**config.mk**
```make
export PLATFORM = sky130hd
export DESIGN_NAME = n_bit_serial_sub
export DESIGN_NICKNAME = d
export VERILOG_FILES = /design/src/rtl/n_bit_pkg.sv /design/src/rtl/full_subtractor.sv /design/src/rtl/n_bit_serial_sub.sv
export SDC_FILE = /design/constraint.sdc
export NUM_CORES = 1
export LEC_CHECK = 0
export ABC_CLOCK_PERIOD_IN_PS = 1290
export CORE_MARGIN = 2
export CORE_UTILIZATION = 30
export DETAILED_ROUTE_END_ITERATION = 12
export GPL_TIMING_DRIVEN = 0
export HOLD_SLACK_MARGIN = 0.1
export PLACE_DENSITY = 0.64
export REMOVE_ABC_BUFFERS = 1
export SLEW_MARGIN = 10
export SYNTH_ARGS = -nofsm -noshare
export SYNTH_HDL_FRONTEND = slang
export SYNTH_SLANG_ARGS = --single-unit
```
**constraint.sdc**
```tcl
create_clock -name clk -period 1.29 [get_ports clk]
set_input_delay 0.129 -clock clk [delete_from_list [all_inputs] [get_ports clk]]
set_output_delay 0.129 -clock clk [all_outputs]
set_load 0.03 [all_outputs]
```
**src/rtl/n_bit_pkg.sv**
```systemverilog
// Shared definitions for the bit-serial subtractor.
// Holds the FSM state encoding and the default operand width so the
// top level and any controller that talks to it agree on both.
package n_bit_pkg;

  localparam int N_DEFAULT = 4;

  typedef enum logic [1:0] {
    IDLE = 2'd0,
    RUN  = 2'd1,
    DONE = 2'd2
  } state_e;

endpackage

```
**src/rtl/full_subtractor.sv**
```systemverilog
// One-bit full subtractor cell: computes x - y - bi.
// Ports:
//   x, y : operand bits (minuend, subtrahend)
//   bi   : borrow in
//   d    : difference bit
//   bo   : borrow out
module full_subtractor (
  input  logic x,
  input  logic y,
  input  logic bi,
  output logic d,
  output logic bo
);

  assign d  = x ^ y ^ bi;
  // A borrow leaves the cell when x=0,y=1, or when x==y and a borrow came in.
  assign bo = (~x & y) | (~(x ^ y) & bi);

endmodule

```
**src/rtl/n_bit_serial_sub.sv**
```systemverilog
// Bit-serial N-bit subtractor: diff = (a - b - bin) mod 2^N, LSB first,
// one bit per clock, behind a start/done handshake.
// Ports:
//   clk, rst     : clock and synchronous active-high reset
//   start        : request, only sampled while idle
//   a, b, bin    : minuend, subtrahend, borrow-in (captured on accept)
//   busy         : high while bits are being processed
//   done         : one-cycle pulse when diff/bout/ovf are fresh
//   diff         : registered difference
//   bout         : registered unsigned borrow out
//   ovf          : registered two's-complement overflow
module n_bit_serial_sub
  import n_bit_pkg::*;
#(
  parameter int N = N_DEFAULT
) (
  input  logic         clk,
  input  logic         rst,
  input  logic         start,
  input  logic [N-1:0] a,
  input  logic [N-1:0] b,
  input  logic         bin,
  output logic         busy,
  output logic         done,
  output logic [N-1:0] diff,
  output logic         bout,
  output logic         ovf
);

  localparam int CW = $clog2(N);

  state_e          state_q, state_d;
  logic [N-1:0]    sa_q, sb_q, w_q;
  logic            br_q;
  logic [CW-1:0]   cnt_q;
  logic            aMsb_q, bMsb_q;
  logic [N-1:0]    diff_q;
  logic            bout_q, ovf_q;

  logic            bitD, bitBo, lastBit;

  full_subtractor uCell (
    .x  (sa_q[0]),
    .y  (sb_q[0]),
    .bi (br_q),
    .d  (bitD),
    .bo (bitBo)
  );

  assign lastBit = (cnt_q == CW'(N - 1));

  // Next-state logic: RUN lasts exactly N cycles, DONE exactly one.
  always_comb begin
    state_d = state_q;
    case (state_q)
      IDLE:    if (start) state_d = RUN;
      RUN:     if (lastBit) state_d = DONE;
      DONE:    state_d = IDLE;
      default: state_d = IDLE;
    endcase
  end

  // Datapath and state register. The operand registers shift right so the
  // cell always sees the current bit at position 0; difference bits enter
  // the working register at the MSB so after N shifts it is LSB-aligned.
  // On the last bit the result is assembled directly from the cell output
  // to avoid an extra cycle.
  always_ff @(posedge clk) begin
    if (rst) begin
      state_q <= IDLE;
      sa_q    <= '0;
      sb_q    <= '0;
      w_q     <= '0;
      br_q    <= 1'b0;
      cnt_q   <= '0;
      aMsb_q  <= 1'b0;
      bMsb_q  <= 1'b0;
      diff_q  <= '0;
      bout_q  <= 1'b0;
      ovf_q   <= 1'b0;
    end else begin
      state_q <= state_d;
      case (state_q)
        IDLE: begin
          if (start) begin
            sa_q   <= a;
            sb_q   <= b;
            br_q   <= bin;
            cnt_q  <= '0;
            w_q    <= '0;
            aMsb_q <= a[N-1];
            bMsb_q <= b[N-1];
          end
        end
        RUN: begin
          sa_q  <= {1'b0, sa_q[N-1:1]};
          sb_q  <= {1'b0, sb_q[N-1:1]};
          w_q   <= {bitD, w_q[N-1:1]};
          br_q  <= bitBo;
          cnt_q <= cnt_q + 1'b1;
          if (lastBit) begin
            diff_q <= {bitD, w_q[N-1:1]};
            bout_q <= bitBo;
            // Signed overflow only possible when operand signs differ and
            // the result sign disagrees with the minuend.
            ovf_q  <= (aMsb_q != bMsb_q) && (bitD != aMsb_q);
          end
        end
        default: ;
      endcase
    end
  end

  assign busy = (state_q == RUN);
  assign done = (state_q == DONE);
  assign diff = diff_q;
  assign bout = bout_q;
  assign ovf  = ovf_q;

endmodule

```
==> impl_metrics.tcl <==
set metrics [dict create \
    status "finished, violations left" \
    violations "setup timing" \
    cp.required_ns 1.46 \
    placed_cell_area_mm2 0.001196 \
    rows 20 \
    worstMarginPinSlew_ns 0.8815 \
    worst_path_max_delay_cell "fa_2" \
    most-common-layout-cells "18 x dfxtp_1, 14 x nor2_1, 11 x clkdlybuf4s50_1" \
    final_common_cell "dfxtp_1" \
    post-route-util_pct 43.09 \
    cts_hold_buffers 0 \
    die_h_um 61.33 \
    period_share_pct 110.6 \
    num_vias 799 \
    crit_path_start_kind "flop" \
    dr.pass1.iters 4 \
    track_usage_pct 10.32 \
    insertion_delay_ns 0.31 \
    place_hpwl_mm 1.242 \
    min_period_ns 1.427 \
    crit_type "reg -> reg" \
    stdcell_count 171 \
    cts_root_buffer "clkbuf_4" \
    io_buffers 19 \
    layout-drive-gt1-share_pct 25.98 \
    cp_max_fo 4 \
    finalSetupTns_ns -0.2254 \
    diodes 0 \
    synthesis.instances 103 \
    antenna_found_initial 0 \
    cts_tree "built" \
    clock_sinks 24 \
    ys_seq_elements 24 \
    power_density_mw_per_mm2 1037 \
    vdd_drop_max_mv 0.8208 \
    start_util_pct 32.03 \
    final-setup-viol-count 2 \
    end_kind "flop" \
    hold_viol 0 \
    grt_max_degree 25 \
    synth.avg_cell_area_um2 9.572 \
    synth_edf_count 0 \
    power_mw 1.375 \
    synth_area_um2 985.9 \
    rsz0062_at_grt "true" \
    cp_slowest_stage_delay_ns 0.62 \
    slew_headroom_pct 41.05 \
    fmax_ghz 0.7008 \
    die_x_um 61.33 \
    grt_pass1_wl_mm 2.856 \
    hold_class "in -> reg" \
    wire_per_inst_um 11.23 \
    postLayoutCellArea_mm2 0.001326 \
    synth_seq_area_share_pct 48.73 \
    finClkSkew_ns 0.005245 \
    ys.flop_type "dfxtp_1" \
    overflow 0 \
    yosysWarnings 0 \
    cap_violations 0 \
    p_leak_nw 0.5155 \
    ant_nets 0 \
    io_pins 20 \
    place_congestion 0.6862 \
    nNetsFinal 143 \
    async_reset_ff_share_pct 0 \
    syn2layout_area_growth_pct 34.52 \
    synth.distinct_cells 25 \
    viasPerCell 4.673 \
    route.detailed.drc 0 \
    cts_buffer_depth 2 \
    layout_setup_ws_ns -0.1370 \
    crit_arrival_ns 1.59 \
    clkSlewWorstSetupHoldPaths_ns 0.12 \
    htreeDepth 1 \
    placeableCoreArea_mm2 0.003078 \
    cts_buffers 3 \
    grt_pass1_vias 647 \
    wirelength_mm 1.920 \
    slew_violations 0 \
    dp_cells 160 \
    crit_chain "inv_2 > fa_2 > nor2_2 > a21oi_2 > a211oi_2" \
    dieArea_mm2 0.003761 \
    drt_iter0_markers 15 \
]
[cells in the mapped netlist (2+ instances only)]
master | n | area share [%]
dfxtp_1 | 24 | 49
nor2_1 | 15 | 5.7
a21oi_1 | 11 | 5.6
a211oi_1 | 9 | 6.9
mux2i_1 | 7 | 7.1
nand2_1 | 6 | 2.3
a22oi_1 | 4 | 3.0
buf_4 | 3 | 2.3
nand3_1 | 3 | 1.5
clkbuf_1 | 2 | 0.76
inv_1 | 2 | 0.76
nand2b_1 | 2 | 1.3
nand3b_1 | 2 | 1.5
o21ai_0 | 2 | 1.0
[critical path: cells and delay by family, from the launching register on]
kind / cells / cell delay, ns
simple gates: 1 / 0.05
fa+ha+maj: 1 / 0.62
buf+inv: 1 / 0.04
compound gates: 2 / 0.23
flops: 1 / 0.34
[path summary, 6_finish.rpt]
check	startpoint	to	slack, ns	cells past startpoint
worst max-delay path	br_q	ovf	-0.14	5
worst min register to register	diff[1]	diff[1]	0.47	2
worst min-delay path	b[3]	sb_q[3]	0.39	3
worst max register to register	br_q	ovf	-0.14	5
[per-layer routing]
layer	share of wire (%)	vias up	track usage [%]
li1	-	417	-
met1	48	369	14.42
met2	47	13	15.96
met3	4.4	0	4.412
met4	0	0	0
met5	0	-	0
[state kept, by name, indices dropped and copies added, names as in the netlist]
name     flops
w_q          3
diff         4
sa_q         4
state_q      2
ovf          1
bMsb_q       1
bout         1
br_q         1
cnt_q        2
sb_q         4
aMsb_q       1
[where the power goes]
group / total [mW] / switching (mW) / internal (mW)
clock network: 0.316 / 0.207 / 0.109
logic: 0.255 / 0.118 / 0.137
registers: 0.804 / 0.0267 / 0.778
total: 1.38 / 0.352 / 1.02
[what timing repair did]
item,4_1_cts,5_1_grt
gates resized for setup,26,15
pin swaps,5,6
cloned,0,0
setup buffers,1,7
endpoints found under the setup margin,32,7
endpoints found under the hold margin,0,0
[layout make-up]
class                           instances  area, um^2
Multi-Input combinational cell         71       509.2
Timing Repair Buffer                   27       239.0
Inverter                                2       7.507
Clock buffer                            3       22.52
Fill cell                             312        1752
Sequential cell                        24       493.0
Tap cell                               44       55.05
[cells by family (layout without fill, tap and decap cells)]
logic type	count (synthesis)	after routing	synth area share [%]
and+or+nand+nor	32	32	15.48
muxes	7	7	7.107
AOI/OAI and AO/OA	30	30	21.07
buffers and inverters	8	32	4.315
adders and majority gates	2	2	3.299
DFF	24	24	48.73
[through the flow]
step / worst slack [ns] / hold WS (ns)
final: -0.1370 / 0.3878
after global routing: -0.2042 / 0.3828
after CTS: -0.1269 / 0.3801
after detailed placement: -0.8432 / 0.4494
after global placement: -0.8406 / 0.4512
after floorplan: -0.4065 / 0.1936
Note: power is estimated with default switching activity, not from simulation.
